**src/rtl/multicycle_controller.sv**
```systemverilog
`default_nettype none
// -----------------------------------------------------------------------------
// multicycle_controller: Moore control FSM for a multicycle MIPS-style datapath.
// Revision 1.0
// -----------------------------------------------------------------------------
module multicycle_controller #(
  parameter int EN_ADDI      = 1,
  parameter int EN_JUMP      = 1,
  parameter int EN_BNE       = 0,
  parameter int TRAP_ILLEGAL = 1,
  parameter int CNT_W        = 16
) (
  input  logic             clk,
  input  logic             reset_n,
  input  logic [5:0]       op,
  input  logic             mem_ready,
  output logic             iord,
  output logic             memwrite,
  output logic             irwrite,
  output logic             regdst,
  output logic             memtoreg,
  output logic             regwrite,
  output logic             alusrca,
  output logic             pcwrite,
  output logic             branch,
  output logic             branch_ne,
  output logic [1:0]       alusrcb,
  output logic [1:0]       pcsrc,
  output logic [1:0]       aluop,
  output logic             illegal,
  output logic [3:0]       state,
  output logic [CNT_W-1:0] retire_cnt
);

  localparam logic [5:0] OP_RTYPE = 6'b000000;
  localparam logic [5:0] OP_LW    = 6'b100011;
  localparam logic [5:0] OP_SW    = 6'b101011;
  localparam logic [5:0] OP_BEQ   = 6'b000100;
  localparam logic [5:0] OP_BNE   = 6'b000101;
  localparam logic [5:0] OP_ADDI  = 6'b001000;
  localparam logic [5:0] OP_J     = 6'b000010;

  typedef enum logic [3:0] {
    S_FETCH  = 4'd0,
    S_DECODE = 4'd1,
    S_MEMADR = 4'd2,
    S_MEMRD  = 4'd3,
    S_MEMWB  = 4'd4,
    S_MEMWR  = 4'd5,
    S_EXEC   = 4'd6,
    S_ALUWB  = 4'd7,
    S_BRANCH = 4'd8,
    S_ADDIEX = 4'd9,
    S_ADDIWB = 4'd10,
    S_JUMP   = 4'd11,
    S_TRAP   = 4'd12
  } state_t;

  state_t     cur_state;
  state_t     nxt_state;
  state_t     dec_target;
  logic       dec_legal;
  logic [5:0] op_q;
  logic       retire;

  always_ff @(posedge clk or negedge reset_n) begin
    if (!reset_n) begin
      cur_state <= S_FETCH;
    end else begin
      cur_state <= nxt_state;
    end
  end

  // The opcode is only valid during DECODE; later states use this copy.
  always_ff @(posedge clk or negedge reset_n) begin
    if (!reset_n) begin
      op_q <= 6'd0;
    end else if (cur_state == S_DECODE) begin
      op_q <= op;
    end
  end

  always_ff @(posedge clk or negedge reset_n) begin
    if (!reset_n) begin
      retire_cnt <= '0;
    end else if (retire) begin
      retire_cnt <= retire_cnt + 1'b1;
    end
  end

  always_comb begin
    dec_target = S_FETCH;
    dec_legal  = 1'b1;
    case (op)
      OP_RTYPE:     dec_target = S_EXEC;
      OP_LW, OP_SW: dec_target = S_MEMADR;
      OP_BEQ:       dec_target = S_BRANCH;
      OP_BNE: begin
        if (EN_BNE != 0) dec_target = S_BRANCH;
        else             dec_legal  = 1'b0;
      end
      OP_ADDI: begin
        if (EN_ADDI != 0) dec_target = S_ADDIEX;
        else              dec_legal  = 1'b0;
      end
      OP_J: begin
        if (EN_JUMP != 0) dec_target = S_JUMP;
        else              dec_legal  = 1'b0;
      end
      default:      dec_legal = 1'b0;
    endcase
    if (!dec_legal) begin
      dec_target = (TRAP_ILLEGAL != 0) ? S_TRAP : S_FETCH;
    end
  end

  always_comb begin
    nxt_state = cur_state;
    iord      = 1'b0;
    memwrite  = 1'b0;
    irwrite   = 1'b0;
    regdst    = 1'b0;
    memtoreg  = 1'b0;
    regwrite  = 1'b0;
    alusrca   = 1'b0;
    pcwrite   = 1'b0;
    branch    = 1'b0;
    branch_ne = 1'b0;
    alusrcb   = 2'b00;
    pcsrc     = 2'b00;
    aluop     = 2'b00;
    illegal   = 1'b0;
    retire    = 1'b0;
    case (cur_state)
      S_FETCH: begin
        alusrcb = 2'b01;
        // Gated by reset_n so no PC/IR write strobe leaks out while in reset.
        irwrite = mem_ready & reset_n;
        pcwrite = mem_ready & reset_n;
        if (mem_ready) nxt_state = S_DECODE;
      end
      S_DECODE: begin
        alusrcb   = 2'b11;
        illegal   = ~dec_legal & (TRAP_ILLEGAL == 0);
        nxt_state = dec_target;
      end
      S_MEMADR: begin
        alusrca   = 1'b1;
        alusrcb   = 2'b10;
        nxt_state = (op_q == OP_LW) ? S_MEMRD : S_MEMWR;
      end
      S_MEMRD: begin
        iord = 1'b1;
        if (mem_ready) nxt_state = S_MEMWB;
      end
      S_MEMWB: begin
        memtoreg  = 1'b1;
        regwrite  = 1'b1;
        retire    = 1'b1;
        nxt_state = S_FETCH;
      end
      S_MEMWR: begin
        iord     = 1'b1;
        memwrite = 1'b1;
        if (mem_ready) begin
          retire    = 1'b1;
          nxt_state = S_FETCH;
        end
      end
      S_EXEC: begin
        alusrca   = 1'b1;
        aluop     = 2'b10;
        nxt_state = S_ALUWB;
      end
      S_ALUWB: begin
        regdst    = 1'b1;
        regwrite  = 1'b1;
        retire    = 1'b1;
        nxt_state = S_FETCH;
      end
      S_BRANCH: begin
        alusrca   = 1'b1;
        aluop     = 2'b01;
        pcsrc     = 2'b01;
        branch    = 1'b1;
        branch_ne = (op_q == OP_BNE);
        retire    = 1'b1;
        nxt_state = S_FETCH;
      end
      S_ADDIEX: begin
        alusrca   = 1'b1;
        alusrcb   = 2'b10;
        nxt_state = S_ADDIWB;
      end
      S_ADDIWB: begin
        regwrite  = 1'b1;
        retire    = 1'b1;
        nxt_state = S_FETCH;
      end
      S_JUMP: begin
        pcsrc     = 2'b10;
        pcwrite   = 1'b1;
        retire    = 1'b1;
        nxt_state = S_FETCH;
      end
      S_TRAP: begin
        illegal   = 1'b1;
        nxt_state = S_TRAP;
      end
      default: nxt_state = S_FETCH;
    endcase
  end

  assign state = cur_state;

endmodule
`default_nettype wire

```
**config.mk**
```make
export PLATFORM = sky130hd
export DESIGN_NAME = multicycle_controller
export DESIGN_NICKNAME = d
export VERILOG_FILES = /design/src/rtl/multicycle_controller.sv
export SDC_FILE = /design/constraint.sdc
export NUM_CORES = 1
export LEC_CHECK = 0
export BUFFER_PORTS_ARGS = -buffer_cell sky130_fd_sc_hd__buf_2
export CORE_MARGIN = 10
export CORE_UTILIZATION = 30
export DETAILED_ROUTE_END_ITERATION = 10
export SYNTH_ARGS = -nofsm -noshare
export SYNTH_HDL_FRONTEND = slang
export SYNTH_SLANG_ARGS = --single-unit
```
**constraint.sdc**
```tcl
create_clock -name clk -period 2.3 [get_ports clk]
set_input_delay 0 -clock clk [delete_from_list [all_inputs] [get_ports clk]]
set_output_delay 0 -clock clk [all_outputs]
set_load 0.02 [all_outputs]
```
==> metrics.md <==
| Metric | Value |
|---|---|
| DP HPWL | approximately 3000 um |
| Die ar. | 8280 sq um |
| WS Path Type | flop to primary output |
| Leak pwr | roughly 0.89 nW |
| Top cell type's share of synthesized area | between 40% and 50% |
| Most common cell after layout, fill and taps aside | buf_2 |
| Sequential share of the synthesized area | 43.0% |
| Vias per cell | 4.73 |
| First-pass DRT Iterations | 4 |
| Residual DRC count | 0 |
| Maximum clock rate | 504 MHz |
| Total CTS buffers | 3 |
| All-layer global routing usage | between 9 and 10% |
| PD cells | 1140 nW/um^2 |
| Clk_lat worst skew | ~0.28 ns |
| Period Utilization, post-route | between 80% and 90% |
| Die width | 91.0 um |
| RSZ-0062 raised after global routing | no |
| Synthesized flop and latch total | 26 |
| Crit path DAT | about 2.0 ns |
| Rows | 25 |
| Share of post-route cells with drive strength above 1 | around 35% |
| First DRT Iteration DRCs | 60 |
| Synth top area cells | dfrtp_1, xnor2_1, mux2_2 |
| I/O pin count | 46 |
| Hold_ws | just under 0.005 ns |
| Rel. slew slack | 60.2% |
| Initial antenna violation count | 0 |
| Layout overhead on the synthesized area | 24.6% |
| Multi-input gate area | approximately 810 sq um |
| Initial core utilization | between 30% and 40% |
| Largest net degree at the start of global routing | 27 |
| Port Buffers | 45 |
| Post-Syn Area | approximately 1500 sq um |
| Top delay family on crit path | simple AND/OR/NAND/NOR gates |
| Die height | approximately 91 um |
| Most frequent CP cell | nand2_1 |
| H-tree Lvls | 1 |
| CTS Sinks | 26 |
| Root Buffer | clkbuf_8 |
| Critical path required time | about 2.3 ns |
| GR Overflow Total | 0 |
| Fin Clk Skew | 0.0119 ns |
| Setup TNS | 0 ns |
| First-pass GRT wire length | between 6000 and 7000 um |
| Area leader, netlist | dfrtp_1 |
| CP max stage cell | dfrtp_1 |
| Vias | roughly 1300 |
| Avg WL per Cell | 14.4 um |
| Post-route ant nets | 0 |
| Post-CTS setup buffers | 0 |
| Final worst path period need | between 1.5 and 2 ns |
| Max-cap violation count | 0 |
| Slowest Stage Delay on Critical Path | approximately 0.6 ns |
| Vias in the first global route | ~1200 |
| CP Max Fanout | 16 |
| Routability Congestion | approximately 0.76 |
| HP Class | input pin to flop |
| Register cell area after layout | around 650 sq um |
| Distinct cell type count after synthesis | 42 |
| Ys async rst share | 100% |
| Core box area | roughly 4800 sq um |
| Synth Instances | about 150 |
| CP Cell Sequence | inv_1 > nand2_1 > nor3_2 > nand2_1 > nor4b_1 > buf_2 |
| Peak supply drop | 0.400 mV |
| Slew Limit Fails | 0 |
| Pre-CTS setup slack | approximately 0.48 ns |
| CTS tree | built |
| Yosys warnings | 0 |
| Most common flop cell mapped by yosys | dfrtp_1 |
| Total wire length | about 3900 um |
| Fill cells | around 530 |
| Inserted Diodes | 0 |
| Commonest cells after routing, fill and taps aside | buf_2, dfrtp_1, nand2_1 |
| CP Capture Type | primary output |
| Final worst slack | 0.317 ns |
| Crit path buf inv count | 2 |
| Avg Synthesized Cell Area | about 9.8 sq um |
| Reg clk slew, reported paths | 0.09 ns |
| Status | finished clean |
| Layout Nets | about 210 |
| Synthesized Nets | about 160 |
| Setup violators final | 0 |
| CTS Buffer Depth | 2 |
| Number of synthesized flops with an enable pin | 0 |
| Worst slew pin tran | between 0.5 and 0.6 ns |
| Setup crit start kind | flop |
| Fin. Hold Viols | 0 |
[where the power goes]
| group | total, mW | internal [mW] | switching (mW) |
|---|---|---|---|
| Sequential | 0.770 | 0.588 | 0.182 |
| Clock | 0.388 | 0.233 | 0.155 |
| Combinational | 0.997 | 0.407 | 0.590 |
| Total | 2.16 | 1.23 | 0.928 |
[sequential cells by signal, summed over array words and instances, names as in the netlist]
signal      count
op_q            6
retire_cnt     16
state           4
[cells by family after synthesis]
kind of cell	Yosys count	synth area share (%)
AO/OA/AOI/OAI	20	8.93
XOR/XNOR	18	10.4
adder cells (fa/ha/maj)	1	0.827
buffers and inverters	11	4.05
flip-flops	26	43.0
multiplexers	10	7.20
AND/OR/NAND/NOR	68	25.6
[Yosys cell counts (2+ instances only)]
| cell type | n |
|---|---|
| inv_1 | 4 |
| nor2_1 | 11 |
| a21o_1 | 2 |
| and3_1 | 2 |
| mux2i_1 | 3 |
| dfrtp_1 | 26 |
| nand2b_4 | 2 |
| o21ai_0 | 5 |
| nor3_1 | 8 |
| mux2_2 | 7 |
| nand3_1 | 7 |
| nand2_1 | 19 |
| a21oi_1 | 5 |
| clkbuf_1 | 2 |
| nor4_1 | 2 |
| xnor2_1 | 14 |
| buf_4 | 3 |
| nor3_2 | 2 |
| xor2_1 | 4 |
| nand4_1 | 4 |
[repair_timing]
action                                  in CTS  in global routing
endpoints found under the setup margin       0                  1
endpoints found under the hold margin       26                  0
gates resized for setup                      0                  1
hold buffers                                 1                  0
[layout make-up]
class                           instances  area share (%)
Timing Repair Buffer                   49            13.7
Clock inverter                          1            1.59
Tap cell                               67            4.45
Inverter                                4           0.797
Clock buffer                            3            2.19
Sequential cell                        26            34.5
Multi-Input combinational cell        117            42.8
[path summary, 6_finish.rpt]
| path | from | to | slack (ns) | depth (start not counted) |
|---|---|---|---|---|
| worst max-delay path | state[2] | branch_ne | 0.32 | 6 |
| worst min-delay path | op[4] | op_q[4] | 0.005 | 2 |
| worst max register to register | state[2] | retire_cnt[15] | 0.51 | 4 |
| worst min register to register | retire_cnt[15] | retire_cnt[15] | 0.48 | 1 |
| max in group asynchronous | reset_n | op_q[0] | 1.75 | 3 |
| min in group asynchronous | reset_n | retire_cnt[8] | 0.28 | 3 |
[layer usage]
metal | part of all wire, % | global-route usage [%] | wire length, um | vias to the layer above
li1 | - | - | - | 634
met3 | 6.5 | 2.47 | 252 | 2
met1 | 48 | 11.8 | 1840 | 597
met4 | 1.1 | 3.39 | 43 | 0
met2 | 45 | 14.3 | 1720 | 31
met5 | 0 | 0 | 0 | -
[per-stage QoR]
stage	power (mW)	util (%)	instance area (sq um)	std cells
6_report	2.16	39.1	1880	267
5_1_grt	2.30	39.1	1880	267
4_1_cts	2.18	39.0	1880	267
3_5_place_dp	1.78	37.3	1800	262
3_3_place_gp	1.78	37.3	1800	262
2_1_floorplan	1.50	-	1510	154
No activity file was read; power rests on OpenSTA's default activity.
